[src/rtl/vga_pkg.sv]
// Shared VGA-path types and helpers: raster defaults, scroll settings payload,
// and the modular add used for scroll wrap-around.
package vga_pkg;

  localparam int unsigned H_ACTIVE_DEF = 640;
  localparam int unsigned V_ACTIVE_DEF = 480;
  localparam int unsigned IMG_W_DEF    = 160;
  localparam int unsigned IMG_H_DEF    = 120;
  localparam int unsigned OFS_W        = 8;
  // One bit wider than log2(IMG_W) so col+dx never overflows before the wrap.
  localparam int unsigned SUM_W        = $clog2(IMG_W_DEF) + 1;

  typedef struct packed {
    logic [OFS_W-1:0] dx;
    logic [OFS_W-1:0] dy;
    logic             mirror;
  } scroll_cfg_t;

  // Both operands are below m, so one conditional subtract restores the range.
  function automatic logic [SUM_W-1:0] wrap_add(input logic [SUM_W-1:0] a,
                                                input logic [SUM_W-1:0] b,
                                                input logic [SUM_W-1:0] m);
    logic [SUM_W-1:0] s;
    s = a + b;
    return (s >= m) ? (s - m) : s;
  endfunction

endpackage

[src/rtl/scroll_cfg_reg.sv]
// Scroll/mirror settings: validates requests, holds a pending set, and
// promotes it to the active set only at frame_start to avoid tearing.
module scroll_cfg_reg
  import vga_pkg::*;
#(
  parameter int unsigned IMG_W = IMG_W_DEF,
  parameter int unsigned IMG_H = IMG_H_DEF
) (
  input  logic             clk,
  input  logic             rst,
  input  logic             frame_start,
  input  logic             req_valid,
  input  logic [OFS_W-1:0] req_dx,
  input  logic [OFS_W-1:0] req_dy,
  input  logic             req_mirror,
  output scroll_cfg_t      active,
  output logic             req_err
);

  scroll_cfg_t active_d, active_q;
  scroll_cfg_t pend_d, pend_q;
  logic        pending_d, pending_q;
  logic        req_err_d, req_err_q;
  logic        req_ok;
  scroll_cfg_t req_cfg;

  always_comb begin
    req_cfg   = '{dx: req_dx, dy: req_dy, mirror: req_mirror};
    req_ok    = req_valid &&
                ({1'b0, req_dx} < (OFS_W+1)'(IMG_W)) &&
                ({1'b0, req_dy} < (OFS_W+1)'(IMG_H));
    active_d  = active_q;
    pend_d    = pend_q;
    pending_d = pending_q;
    req_err_d = req_valid && !req_ok;
    if (frame_start) begin
      // A request landing on frame_start goes straight to the active set.
      if (req_ok) begin
        active_d = req_cfg;
      end else if (pending_q) begin
        active_d = pend_q;
      end
      pending_d = 1'b0;
    end else if (req_ok) begin
      pend_d    = req_cfg;
      pending_d = 1'b1;
    end
  end

  always_ff @(posedge clk or posedge rst) begin
    if (rst) begin
      active_q  <= '0;
      pend_q    <= '0;
      pending_q <= 1'b0;
      req_err_q <= 1'b0;
    end else begin
      active_q  <= active_d;
      pend_q    <= pend_d;
      pending_q <= pending_d;
      req_err_q <= req_err_d;
    end
  end

  assign active  = active_q;
  assign req_err = req_err_q;

endmodule

[src/rtl/scaled_addr_gen.sv]
// Raster-to-image address generator: power-of-two downscale, wrap-around
// scroll and optional mirror, through a two-stage registered pipeline.
module scaled_addr_gen
  import vga_pkg::*;
#(
  parameter int unsigned H_ACTIVE    = H_ACTIVE_DEF,
  parameter int unsigned V_ACTIVE    = V_ACTIVE_DEF,
  parameter int unsigned IMG_W       = IMG_W_DEF,
  parameter int unsigned IMG_H       = IMG_H_DEF,
  parameter int unsigned SCALE_SHIFT = 2,
  parameter int unsigned ADDR_W      = 17
) (
  input  logic              clk,
  input  logic              rst,
  input  logic [9:0]        h_cnt,
  input  logic [9:0]        v_cnt,
  input  logic              frame_start,
  input  logic              req_valid,
  input  logic [7:0]        req_dx,
  input  logic [7:0]        req_dy,
  input  logic              req_mirror,
  output logic              req_err,
  output logic [ADDR_W-1:0] pixel_addr,
  output logic              addr_valid
);

  scroll_cfg_t active;

  scroll_cfg_reg #(
    .IMG_W (IMG_W),
    .IMG_H (IMG_H)
  ) u_cfg (
    .clk         (clk),
    .rst         (rst),
    .frame_start (frame_start),
    .req_valid   (req_valid),
    .req_dx      (req_dx),
    .req_dy      (req_dy),
    .req_mirror  (req_mirror),
    .active      (active),
    .req_err     (req_err)
  );

  logic [SUM_W-1:0]  col;
  logic [SUM_W-1:0]  colw_d, colw_q;
  logic [SUM_W-1:0]  row_d, row_q;
  logic              vis_d, vis_q;
  logic [ADDR_W-1:0] addr_d, addr_q;
  logic              valid_d, valid_q;

  // Stage 1: scaled, mirrored, scrolled image coordinates.
  always_comb begin
    col = SUM_W'(h_cnt >> SCALE_SHIFT);
    if (active.mirror) begin
      col = SUM_W'(IMG_W - 1) - col;
    end
    colw_d = wrap_add(col, SUM_W'(active.dx), SUM_W'(IMG_W));
    row_d  = wrap_add(SUM_W'(v_cnt >> SCALE_SHIFT), SUM_W'(active.dy), SUM_W'(IMG_H));
    vis_d  = (h_cnt < 10'(H_ACTIVE)) && (v_cnt < 10'(V_ACTIVE));
  end

  // Stage 2: linear address; constant multiplier reduces to shift-add.
  always_comb begin
    addr_d  = vis_q ? (ADDR_W'(row_q) * ADDR_W'(IMG_W) + ADDR_W'(colw_q)) : '0;
    valid_d = vis_q;
  end

  always_ff @(posedge clk or posedge rst) begin
    if (rst) begin
      colw_q  <= '0;
      row_q   <= '0;
      vis_q   <= 1'b0;
      addr_q  <= '0;
      valid_q <= 1'b0;
    end else begin
      colw_q  <= colw_d;
      row_q   <= row_d;
      vis_q   <= vis_d;
      addr_q  <= addr_d;
      valid_q <= valid_d;
    end
  end

  assign pixel_addr = addr_q;
  assign addr_valid = valid_q;

endmodule
[config.mk]
export PLATFORM = sky130hd
export DESIGN_NAME = scaled_addr_gen
export DESIGN_NICKNAME = d
export VERILOG_FILES = /design/src/rtl/vga_pkg.sv /design/src/rtl/scroll_cfg_reg.sv /design/src/rtl/scaled_addr_gen.sv
export SDC_FILE = /design/constraint.sdc
export NUM_CORES = 1
export LEC_CHECK = 0
export ABC_AREA = 0
export ABC_CLOCK_PERIOD_IN_PS = 4820
export CAP_MARGIN = 20
export CORE_UTILIZATION = 25
export DETAILED_ROUTE_END_ITERATION = 12
export GPL_TIMING_DRIVEN = 1
export HOLD_SLACK_MARGIN = 0.12
export PLACE_DENSITY = 0.51
export SYNTH_ARGS = -nofsm -noshare
export SYNTH_HDL_FRONTEND = slang
export SYNTH_SLANG_ARGS = --single-unit
[constraint.sdc]
create_clock -name clk -period 4.82 [get_ports clk]
set_input_delay 0.964 -clock clk [delete_from_list [all_inputs] [get_ports clk]]
set_output_delay 0.964 -clock clk [all_outputs]
set_load 0.05 [all_outputs]
Word-level counts from Yosys, hierarchy flattened. Index checks and enable logic that the tools add are counted.

Input port bits: 41. Register bits: 73.

Reduce and logical (&&, ||, !) cells: 9. $lt $le $gt $ge: 6. Bitwise logic cells: 1. Add/subtract/negate cells: 6. Multipliers: 1. Multiplexer cells: 8.

Operator list (number): 2-to-1 mux 17 bit (3); 2-to-1 mux 9 bit (3); adder 17 x 9 -> 17 bit (1); multiplier 9 x 3 -> 12 bit, second input constant (1); < comparator 10 bit, second input constant (1); < comparator 10 x 9 -> 1 bit, second input constant (1); adder 8 x 8 -> 9 bit (1); adder 9 x 8 -> 9 bit (1); >= comparator 9 x 7 -> 1 bit, second input constant (1); >= comparator 9 x 8 -> 1 bit, second input constant (1); subtractor 8 x 8 -> 9 bit, first input constant (1); subtractor 9 x 7 -> 9 bit, second input constant (1); subtractor 9 x 8 -> 9 bit, second input constant (1); < comparator 8 x 7 -> 1 bit, second input constant (1); < comparator 8 bit, second input constant (1); logical AND 1 bit (4); AND reduction 2 bit (2); nonzero test 2 bit (2); 2-to-1 mux 1 bit (2); zero test 1 bit (1); inverter 1 bit (1).

Depth between registers and ports, before layout. Gate-level depths: netlist of the first run.

Depth in word-level cells: 5. Gate-level depth with buffers: 13. Gate-level depth less buffers: 12.

Modules after synthesis. Synthesis of the first run repeated with hierarchy kept, for this count alone.

Cells, all modules: 407. Area total of the unflattened synthesis: 4384.2 µm².

By module, submodules not included: scaled_addr_gen (times used 1, cells an instance 274, area an instance 2810.2 µm², seq. area each 925.9 µm²); scroll_cfg_reg (times used 1, cells an instance 133, area an instance 1574.0 µm², seq. area each 900.9 µm²).

Worst setup path after synthesis of the first run. OpenSTA, ideal clock, no wires.

Path kind: input to register. Start: input port v_cnt[2]. End: register row_q[4]. Slack: 1543 ps. Arrival: 3152 ps. Data required time: 4695 ps. Stages on the path: 9. Cells stage by stage: ha_1 fa_1 a211oi_2 o21ai_1 nor2b_4 or3b_4 a211oi_4 o21ai_2 mux2_4.

Word-level cells in the longest chain between the ends: 3. Elaborated cells on any way between the ends: 4. Classes of those cells: add/sub: 2; order compare: 1; mux: 1.

RTL lines: start, declared (RTL line scaled_addr_gen.sv:16) `input logic [9:0] v_cnt,`; adder 8 x 8 -> 9 bit (*) (RTL line vga_pkg.sv:24) `s = a + b;`; subtractor 9 x 7 -> 9 bit / >= comparator 9 x 7 -> 1 bit (equally long branches) (RTL line vga_pkg.sv:25) `return (s >= m) ? (s - m) : s;`; 2-to-1 mux 9 bit (*) (RTL line vga_pkg.sv:25); net row_d[4] (RTL line scaled_addr_gen.sv:46) `logic [SUM_W-1:0] row_d, row_q;`; end signal, assigned (RTL line scaled_addr_gen.sv:77) `row_q <= row_d;`; end, declared (RTL line scaled_addr_gen.sv:46).

The timed path passes the listed nets; every way through them passes the cells marked *. A chain may end at the register's enable or synchronous reset.

Final worst setup path of the first run.
Start: input port h_cnt[2]. End: register colw_q[5].

Word-level cells in the longest chain between the ends: 5. Elaborated cells on any way between the ends: 6. Classes of those cells: add/sub: 3; order compare: 1; mux: 2.

RTL lines: start, declared (RTL line scaled_addr_gen.sv:15) `input logic [9:0] h_cnt,`; subtractor 8 x 8 -> 9 bit (RTL line scaled_addr_gen.sv:55) `col = SUM_W'(IMG_W - 1) - col;`; 2-to-1 mux 9 bit (*) (RTL line scaled_addr_gen.sv:54) `if (active.mirror) begin`; adder 9 x 8 -> 9 bit (*) (RTL line vga_pkg.sv:24); subtractor 9 x 8 -> 9 bit / >= comparator 9 x 8 -> 1 bit (equally long branches) (RTL line vga_pkg.sv:25); 2-to-1 mux 9 bit (*) (RTL line vga_pkg.sv:25); net colw_d[5] (RTL line scaled_addr_gen.sv:45) `logic [SUM_W-1:0] colw_d, colw_q;`; end signal, assigned (RTL line scaled_addr_gen.sv:76) `colw_q <= colw_d;`; end, declared (RTL line scaled_addr_gen.sv:45).

Marks and branches as above.

==> impl_results.md, run 1 <==
* Top_reg_cell synth: dfrtp_1
* Initial antenna violation count at 0
* CTS tree: built
* Top-Level Pins at 60
* CTS Sinks at 73
* Power per cell area at 647 mW/mm2
* Req. time, crit path at around 5 ns
* Post-synth EDFFs at 0
* Mean Syn Cell Area at around 11 um2
* Mapped Cells at 391
* CP peak stage delay at approximately 0.47 ns
* Multi-input gate area in the final layout at 0.00227 mm2
* Largest net degree at the start of global routing at 45
* Number of global-route vias before repair at 3229
* Worst path slowest cell: clkdlybuf4s50_1
* WP buf/inv at 2
* Worst reg2reg setup slack at around 1.6 ns
* Highest fanout seen on the critical path at 4
* Clk_skew at 0.00442 ns
* Worst slew margin at between 30% and 40%
* Min-delay worst type: flop to flop
* Filler Cells Inserted at 1674
* Routability congestion estimate from global placement at 0.793
* Clk_lat worst skew at ~0.33 ns
* Cts bufs inserted at 9
* #FFs+latches synth at 73
* DP HPWL at 6420 um
* Nets@finish at between 500 and 600
* I/O Buffers at 55
* Initial Util at 25.9%
* Register area share after synthesis at 43.7%
* Die width at 131 um
* Grt total ovfl at 0
* Vias at roughly 3000
* Post-synth ARST share at 100%
* Post-CTS Setup Inserts at 0
* Antenna Nets Post-Route at 0
* Routed WL per cell at around 12 um
* Static leakage at 0.00231 uW
* Synth cell types at 55
* DIE AREA at roughly 0.017 mm2
* Syn Nets at 474
* Top delay family on crit path: adder cells
* RSZ-0062 raised after global routing: no
* Hold_buf cts at 0
* Syn. warnings at 0
* Setup crit end kind: flop
* Post-route insts no fill at 673
* Mapped Area at 0.00418 mm2
* Max clock buf depth at 2
* Max Clk Rate at 0.269 GHz
* Number of iterations in the first detailed-routing pass at 4
* Seq. cell area at ~0.0018 mm2
* CTS H-tree depth at 3
* Final hold violations at 0
* Area Overhead vs Synth at 26.2%
* CP Launch Type: primary input
* Cell chain of the critical path: clkdlybuf4s50_1, xor2_1, ha_1, inv_1, fa_1, nor2b_1, o21ai_0, o21ai_0, xnor2_1, ha_1, nor2_1, a311o_1, xnor2_1
* Final setup vio count at 0
* Total core area at roughly 0.016 mm2
* Root Buffer Master: clkbuf_16
* IR drop worst, VDD at between 0.2 and 0.25 mV
* Critical path type: primary input to flop
* Final Slew Violations at 0
* First-pass GRT wire length at 15000 um
* Post_cts resized at 0
* Outcome: finished, final reports clean
* Die height at 131 um
* Ant diodes at 0
* Crit path time final at roughly 3.7 ns
* Layout cell share with drive strength beyond 1 at roughly a tenth
* Drt total wl at 8390 um
* Iter 0 DRT Violations at 95
* DP Cell Count at approximately 660
* Vias per cell at 4.41
* Clock transition at path regs at 0.05 ns
* DRC Markers at 0
* Final TNS setup at 0 ns
* Slew @ Worst Pin at a little over 0.9 ns
* Std-Cell Rows at 46
* Tcrit/Tclk final at 77.2%
* GR Util All Layers at 10.7%
* WP data arrival at a little under 4 ns
* Max cap viols at 0
## logic make-up after synthesis
family / count (synthesis) / synth area share (%)
and+or+nand+nor: 99 / 12.0
muxes: 19 / 5.15
AOI/OAI and AO/OA: 105 / 16.8
DFF: 73 / 43.7
buffers and inverters: 20 / 1.80
adders and majority gates: 42 / 13.3
xor gates and xnor gates: 33 / 7.25
## final timing paths
path                                             startpoint  cells after the start                            to
worst min register to register          colw_q[3]$_DFF_PP0_                      1       pixel_addr[3]$_DFF_PP0_
worst min-delay path                    colw_q[3]$_DFF_PP0_                      1       pixel_addr[3]$_DFF_PP0_
max in group asynchronous                               rst                      3  u_cfg.pend_q[15]$_DFFE_PP0P_
min in group asynchronous                               rst                      2       pixel_addr[9]$_DFF_PP0_
worst max register to register  u_cfg.active[0]$_DFFE_PP0P_                     12           colw_q[5]$_DFF_PP0_
worst max-delay path                               h_cnt[2]                     13           colw_q[5]$_DFF_PP0_
## sequential cells by signal (all words and copies together), names as in the netlist
signal,flops
addr_valid,1
u_cfg.pending_q,1
u_cfg.req_err,1
colw_q,9
u_cfg.active,17
pixel_addr,17
valid_d,1
row_q,9
u_cfg.pend_q,17
## synth_stat cells (all sizes together) (2+ instances only)
| master | n | area share (%) |
|---|---|---|
| nand2b | 2 | 0.30 |
| nand3 | 3 | 0.36 |
| nor2 | 35 | 3.1 |
| or3 | 2 | 0.30 |
| or2b | 2 | 0.36 |
| inv | 11 | 0.99 |
| mux2 | 17 | 4.7 |
| nand2 | 18 | 1.6 |
| and2 | 17 | 2.5 |
| o211ai | 2 | 0.36 |
| and3 | 2 | 0.30 |
| nor2b | 5 | 0.93 |
| a21boi | 3 | 0.54 |
| o41ai | 3 | 0.81 |
| a21o | 9 | 1.7 |
| o21ai | 18 | 2.5 |
| xnor2 | 15 | 3.1 |
| ha | 38 | 11 |
| fa | 4 | 1.9 |
| nor3 | 4 | 0.48 |
| a21oi | 33 | 4.0 |
| o22ai | 17 | 2.5 |
| clkbuf | 9 | 0.81 |
| o21bai | 3 | 0.54 |
| a211oi | 6 | 1.5 |
| o21a | 3 | 0.54 |
| nand4 | 3 | 0.45 |
| dfrtp | 73 | 44 |
| mux2i | 2 | 0.48 |
| xor2 | 17 | 3.6 |
## cell type report
cell class              count  share of cell area (%)
clock buffers              13                    4.94
clock inverters             3                   0.285
multi-input cells         298                    43.1
well taps                 216                    5.13
inverters                  11                   0.783
flip-flops and latches     73                    34.6
repair buffers             59                    11.1
## placed cells by master (no fill, tap or decap), types with 7 or more instances in the layout
| master | netlist | routed |
|---|---|---|
| a21oi_1 | 33 | 33 |
| o22ai_1 | 17 | 17 |
| clkdlybuf4s50_1 | 0 | 55 |
| xor2_1 | 17 | 17 |
| nand2_1 | 18 | 18 |
| a21o_1 | 7 | 7 |
| dfrtp_1 | 73 | 73 |
| o21ai_0 | 15 | 15 |
| nor2_1 | 35 | 35 |
| mux2_2 | 16 | 16 |
| ha_1 | 38 | 38 |
| clkbuf_16 | 0 | 9 |
| inv_1 | 11 | 10 |
| xnor2_1 | 15 | 15 |
| and2_1 | 17 | 17 |
## where the power goes
group	total, uW	switching (uW)	internal (uW)
Clock	608	235	374
Combinational	1900	1030	867
Sequential	904	101	803
## metrics by stage
stage | utilization (%) | power [uW] | worst slack (ns) | hold WS (ns) | area, um2
after global placement | 30.9 | 2780 | 0.893 | 0.445 | 4990
after global routing | 32.7 | 3770 | 0.873 | 0.466 | 5270
after floorplan | - | 2430 | 1.54 | 0.434 | 4180
after CTS | 32.7 | 3460 | 1.10 | 0.458 | 5270
final | 32.7 | 3410 | 1.10 | 0.455 | 5270
after detailed placement | 31.0 | 2820 | 0.752 | 0.445 | 5000
## routing by layer
metal | vias up | wire, um | global-route usage [%]
li1 | 1520 | - | -
met1 | 1385 | 3940 | 12.9
met2 | 50 | 3930 | 18.1
met3 | 14 | 343 | 3.13
met4 | 0 | 180 | 4.01
met5 | - | 0 | 0
No activity file was read; power rests on OpenSTA's default activity.
==> inputs of run 2 (changes only) <==
- ABC_CLOCK_PERIOD_IN_PS: 4820 -> 3200
- PLACE_DENSITY: 0.51 -> 0.52
- clock period: 4.82 -> 3.2 ns (I/O delays scaled with it)
==> impl_results.md, run 2 (same netlist as run 1, synthesis figures left out) <==
* First-pass GRT wire length at 14800 um (was 15000 um)
* Ant diodes at 0 (unchanged)
* Cell chain of the critical path: clkdlybuf4s50_1, ha_1, fa_1, a211oi_2, o21ai_1, nor2b_4, or3b_4, a211oi_4, o21ai_2, mux2_4 (was clkdlybuf4s50_1, xor2_1, ha_1, inv_1, fa_1, nor2b_1, o21ai_0, o21ai_0, xnor2_1, ha_1, nor2_1, a311o_1, xnor2_1)
* Layout cell share with drive strength beyond 1 at 17.1% (was 10.5%)
* Die height at 131 um (unchanged)
* Hold_buf cts at 0 (unchanged)
* DRC Markers at 0 (unchanged)
* Drt total wl at 8460 um (was 8390 um)
* Area Overhead vs Synth at 33.0% (was 26.2%)
* CTS Sinks at 73 (unchanged)
* Combinational power share at 57.4% (was 55.6%)
* Outcome: finished, final reports clean (unchanged)
* Top-Level Pins at 60 (unchanged)
* GR Util All Layers at 10.7% (about the same)
* Clk_skew at 0.00621 ns (was 0.00442 ns)
* Multi-input gate area in the final layout at 0.00230 mm2 (was 0.00227 mm2)
* Post_cts resized at 0 (unchanged)
* Grt total ovfl at 0 (unchanged)
* Max clock buf depth at 2 (unchanged)
* Final setup vio count at 0 (unchanged)
* Vias at 3102 (was 2969)
* Root Buffer Master: clkbuf_16 (unchanged)
* CTS H-tree depth at 3 (unchanged)
* Clock transition at path regs at 0.05 ns (about the same)
* Die width at 131 um (unchanged)
* Slew @ Worst Pin at 0.599 ns (was 0.923 ns)
* WP buf/inv at 1 (was 2)
* Largest net degree at the start of global routing at 74 (was 45)
* Filler Cells Inserted at 1615 (was 1674)
* CP Launch Type: primary input (unchanged)
* Static leakage at 0.00246 uW (was 0.00231 uW)
* Initial Util at 25.9% (unchanged)
* Critical path type: primary input to flop (unchanged)
* Req. time, crit path at 3.42 ns (was 5.02 ns)
* Sequential share of power at 24.3% (was 26.5%)
* Power per cell area at 999 mW/mm2 (was 647 mW/mm2)
* Switching portion of total power at 38.5% (was 40.1%)
* Tcrit/Tclk final at 96.3%
* Post-CTS Setup Inserts at 0 (unchanged)
* Std-Cell Rows at 46 (unchanged)
* Number of iterations in the first detailed-routing pass at 4 (unchanged)
* Post-route insts no fill at 702 (was 673)
* Highest fanout seen on the critical path at 2 (was 4)
* GR peak layer: met2 (unchanged)
* Routed WL per cell at 12.0 um (was 12.5 um)
* Worst slew margin at 60.0% (was 38.4%)
* Most frequent cells in the layout: 73 x dfrtp_1, 55 x clkdlybuf4s50_1, 36 x ha_1 (was 73 x dfrtp_1, 55 x clkdlybuf4s50_1, 38 x ha_1)
* DP HPWL at 6460 um (was 6420 um)
* Routability congestion estimate from global placement at 0.797 (was 0.793)
* Nets@finish at 564 (was 535)
* Number of global-route vias before repair at 3209 (was 3229)
* Worst path slowest cell: clkdlybuf4s50_1 (unchanged)
* Clock group share of total power at 18.3% (was 17.8%)
* RSZ-0062 raised after global routing: no (unchanged)
* Clk_lat worst skew at 0.34 ns (was 0.33 ns)
* CTS tree: built (unchanged)
* Cts bufs inserted at 9 (unchanged)
* Antenna Nets Post-Route at 0 (unchanged)
* Dpl ws at -0.267 ns (was 0.752 ns)
* Most common cell after layout, fill and taps aside: dfrtp_1 (unchanged)
* Internal at 3410 uW (was 2040 uW)
* Max Clk Rate at 0.325 GHz
* DP Cell Count at 686 (was 657)
* Initial antenna violation count at 0 (unchanged)
* Min-delay worst type: flop to flop (unchanged)
* Net Sw Power at 2140 uW (was 1370 uW)
* Crit path time final at 3.08 ns
* Worst setup margin at 0.120 ns (was 1.10 ns)
* Max cap viols at 0 (unchanged)
* Met3 Use GR at 3.28% (was 3.13%)
* I/O Buffers at 55 (unchanged)
* Seq. cell area at 0.00183 mm2 (unchanged)
* Worst reg2reg setup slack at 0.42 ns (was 1.58 ns)
* DIE AREA at 0.0172 mm2 (unchanged)
* Iter 0 DRT Violations at 110 (was 95)
* Met2 usage at 17.9% (was 18.1%)
* IR drop worst, VDD at 0.389 mV (was 0.242 mV)
* Total core area at 0.0161 mm2 (unchanged)
* WP data arrival at 3.30 ns (was 3.91 ns)
* GR Util met1 at 12.8% (was 12.9%)
* Final Slew Violations at 0 (unchanged)
* Setup crit end kind: flop (unchanged)
* Top delay family on crit path: compound AO/OA/AOI/OAI gates (was adder cells)
* Vias per cell at 4.42 (was 4.41)
* Final hold violations at 0 (unchanged)
* CP peak stage delay at 0.44 ns (was 0.47 ns)
[run 2: cell count changes in the layout (fill, tap and decap cells not counted), moves of 2 or more]
cell	change
buf_4	+29
o21ai_1	+3
ha_1	-2
ha_2	+2
clkinv_2	-2
o21ai_0	-3
[run 2: metal layers]
layer | up-vias | wire length, um
li1 | 1582 | -
met1 | 1451 | 3890
met2 | 57 | 4070
met3 | 12 | 369
met4 | 0 | 127
met5 | - | 0
[run 2: final cells by class]
class | instances | area share [%]
Multi-Input combinational cell | 298 | 41.3
Sequential cell | 73 | 32.9
Timing Repair Buffer | 88 | 14.6
Tap cell | 216 | 4.87
Clock buffer | 12 | 4.62
Clock inverter | 4 | 0.924
Inverter | 11 | 0.744
[run 2: worst paths after layout]
check | start | endpoint | cells after the start
worst max-delay path | v_cnt[2] | row_q[4]$_DFF_PP0_ | 10
worst min-delay path | colw_q[3]$_DFF_PP0_ | pixel_addr[3]$_DFF_PP0_ | 1
worst max register to register | row_q[1]$_DFF_PP0_ | pixel_addr[15]$_DFF_PP0_ | 10
worst min register to register | colw_q[3]$_DFF_PP0_ | pixel_addr[3]$_DFF_PP0_ | 1
max in group asynchronous | rst | u_cfg.active[0]$_DFFE_PP0P_ | 3
min in group asynchronous | rst | pixel_addr[7]$_DFF_PP0_ | 3
[run 2: power groups by stage]
stage	combinational, uW	clock [uW]	sequential (uW)
3_5_place_dp	3160	0	1370
4_1_cts	3190	1060	1360
6_report	3180	1020	1350
5_1_grt	3580	1100	1390
2_1_floorplan	2140	0	1520
3_3_place_gp	3100	0	1360
[run 2: stage by stage]
stage / util (%) / instance area (um2) / total power, uW / hold WS (ns) / TNS [ns]
after floorplan: - / 4180 / 3660 / 0.434 / 0
after global placement: 32.4 / 5220 / 4460 / 0.445 / -1.27
after detailed placement: 32.4 / 5220 / 4540 / 0.444 / -1.58
after CTS: 34.3 / 5530 / 5600 / 0.457 / 0
after global routing: 34.5 / 5550 / 6070 / 0.471 / 0
final: 34.5 / 5550 / 5550 / 0.455 / 0
==> inputs of run 3 (changes only) <==
- ABC_CLOCK_PERIOD_IN_PS: 3200 -> default
- REMOVE_ABC_BUFFERS: default -> 1
==> impl_results.md, run 3 (same netlist as run 1, synthesis figures left out) <==
* Outcome: finished, final reports clean (unchanged)
* Routed WL per cell at 12.2 um (was 12.0 um)
* Total core area at 0.0161 mm2 (unchanged)
* Multi-input gate area in the final layout at 0.00228 mm2 (was 0.00230 mm2)
* Drt total wl at 8600 um (was 8460 um)
* RSZ-0062 raised after global routing: yes (was no)
* Crit path time final at 3.11 ns (was 3.08 ns)
* Req. time, crit path at 3.41 ns (was 3.42 ns)
* Die height at 131 um (unchanged)
* Static leakage at 0.00248 uW (was 0.00246 uW)
* Antenna Nets Post-Route at 0 (unchanged)
* IR drop worst, VDD at 0.354 mV (was 0.389 mV)
* Power per cell area at 1000 mW/mm2 (was 999 mW/mm2)
* DP HPWL at 6540 um (was 6460 um)
* Filler Cells Inserted at 1642 (was 1615)
* Hold Path Stages at 1 (unchanged)
* Final TNS setup at 0 ns (unchanged)
* DIE AREA at 0.0172 mm2 (unchanged)
* Final Slew Violations at 0 (unchanged)
* CTS Sinks at 73 (unchanged)
* Most common cell after layout, fill and taps aside: dfrtp_1 (unchanged)
* Clk_skew at 0.00526 ns (was 0.00621 ns)
* Worst r2r src: row_q[1]$_DFF_PP0_ (unchanged)
* Max cap viols at 0 (unchanged)
* Largest net degree at the start of global routing at 74 (unchanged)
* DP Cell Count at 687 (was 686)
* Number of global-route vias before repair at 3257 (was 3209)
* Final setup vio count at 0 (unchanged)
* Routability congestion estimate from global placement at 0.759 (was 0.797)
* Min-delay worst type: flop to flop (unchanged)
* Grt total ovfl at 0 (unchanged)
* Vias at 3137 (was 3102)
* Critical path type: primary input to flop (unchanged)
* Post-route insts no fill at 705 (was 702)
* Top-Level Pins at 60 (unchanged)
* Internal at 3430 uW (was 3410 uW)
* Combinational power share at 57.5% (was 57.4%)
* Ant diodes at 0 (unchanged)
* Vias per cell at 4.45 (was 4.42)
* Nets@finish at 567 (was 564)
* Worst reg2reg setup slack at 0.42 ns (about the same)
* CP Launch Type: primary input (unchanged)
* Switching portion of total power at 38.4% (was 38.5%)
* Cts bufs inserted at 9 (unchanged)
* R2r endpoint: pixel_addr[15]$_DFF_PP0_ (unchanged)
* Net Sw Power at 2140 uW (about the same)
* Slew @ Worst Pin at 0.627 ns (was 0.599 ns)
* Sequential share of power at 24.3% (about the same)
* CTS H-tree depth at 3 (unchanged)
* Die width at 131 um (unchanged)
* Area Overhead vs Synth at 33.2% (was 33.0%)
* I/O Buffers at 55 (unchanged)
* Number of iterations in the first detailed-routing pass at 4 (unchanged)
* Worst Reg2Reg Path Length in Cells at 10 (unchanged)
* Clock transition at path regs at 0.05 ns (about the same)
* WP data arrival at 3.33 ns (was 3.30 ns)
* Clock group share of total power at 18.1% (was 18.3%)
* Setup crit end kind: flop (unchanged)
* Worst slew margin at 58.1% (was 60.0%)
* Max Clk Rate at 0.321 GHz (was 0.325 GHz)
* GR Util All Layers at 10.7% (about the same)
* Tcrit/Tclk final at 97.3% (was 96.3%)
* DRC Markers at 0 (unchanged)
* Iter 0 DRT Violations at 129 (was 110)
* Initial Util at 25.9% (unchanged)
* Clk_lat worst skew at 0.33 ns (was 0.34 ns)
* Initial antenna violation count at 0 (unchanged)
* Seq. cell area at 0.00183 mm2 (unchanged)
* Hold Crit Endpoint: pixel_addr[1]$_DFF_PP0_ (was pixel_addr[3]$_DFF_PP0_)
* Highest fanout seen on the critical path at 2 (unchanged)
* Max clock buf depth at 2 (unchanged)
* Std-Cell Rows at 46 (unchanged)
* CTS tree: built (unchanged)
* First-pass GRT wire length at 15000 um (was 14800 um)
* Root Buffer Master: clkbuf_16 (unchanged)
* Layout cell share with drive strength beyond 1 at 17.0% (was 17.1%)
* Final hold violations at 0 (unchanged)
* Most frequent cells in the layout: 73 x dfrtp_1, 55 x clkdlybuf4s50_1, 37 x ha_1 (was 73 x dfrtp_1, 55 x clkdlybuf4s50_1, 36 x ha_1)
* HP Start: colw_q[1]$_DFF_PP0_ (was colw_q[3]$_DFF_PP0_)
[run 3: cell count changes in the layout (fill, tap and decap cells not counted)]
cell | previous run | this run
buf_4 | 32 | 35
o21ai_0 | 12 | 14
o21ai_1 | 4 | 2
a21oi_1 | 32 | 33
a21oi_2 | 1 | 0
ha_1 | 36 | 37
ha_2 | 2 | 1
xor2_1 | 16 | 17
xor2_2 | 1 | 0
[run 3: cell type report]
type | count | area share, %
clock inverter | 4 | 0.922
sequential | 73 | 32.8
inverter | 11 | 0.742
tap | 216 | 4.86
clock buffer | 12 | 4.61
timing repair buffer | 91 | 15.0
multi-input combinational | 298 | 41.0
[run 3: layer usage]
metal	up-vias	track usage (%)	part of all wire, %
met2	58	18.2	49
met3	9	3.05	3.9
met4	0	3.75	1.3
met5	-	0	0
li1	1596	-	-
met1	1474	12.8	45
[run 3: per-stage QoR]
step / util (%) / area [um2] / hold slack, ns / total power (uW) / setup WS [ns]
after floorplan: - / 4140 / 0.434 / 3650 / 0.247
after global placement: 32.5 / 5230 / 0.443 / 4480 / -0.222
after detailed placement: 32.5 / 5230 / 0.444 / 4550 / -0.326
after CTS: 34.4 / 5540 / 0.458 / 5620 / 0.0432
after global routing: 34.5 / 5560 / 0.470 / 6110 / -0.0221
final: 34.5 / 5560 / 0.455 / 5560 / 0.0858
[run 3: worst max path at each step]
stage,depth (start not counted),start,endpoint
global placement,10,v_cnt[2],row_q[4]$_DFF_PP0_
finish,10,v_cnt[2],row_q[4]$_DFF_PP0_
floorplan,9,v_cnt[2],row_q[4]$_DFF_PP0_
global route,14,h_cnt[2],colw_q[6]$_DFF_PP0_
CTS,13,h_cnt[2],colw_q[5]$_DFF_PP0_
detailed placement,13,h_cnt[2],colw_q[5]$_DFF_PP0_
[run 3: power by group through the flow]
stage                     sequential, uW  clock, uW  combinational (uW)
after floorplan                     1520          0                2120
after global placement              1370          0                3110
after detailed placement            1380          0                3180
after CTS                           1360       1060                3200
after global routing                1400       1090                3620
final                               1350       1010                3200
[run 3: worst max-delay path, stage by stage]
cell and delay (ns):
clkdlybuf4s50_1 0.45, ha_1 0.24, fa_1 0.40, a211oi_2 0.28, o21ai_1 0.13, nor2b_4 0.14, or3b_4 0.40, a211oi_4 0.25
o21ai_2 0.10, mux2_4 0.30
[run 3: repair_timing]
action,in CTS,in global routing
hold buffers,0,0
resized for setup,0,3
setup buffers,0,2
endpoints found under the setup margin,0,7
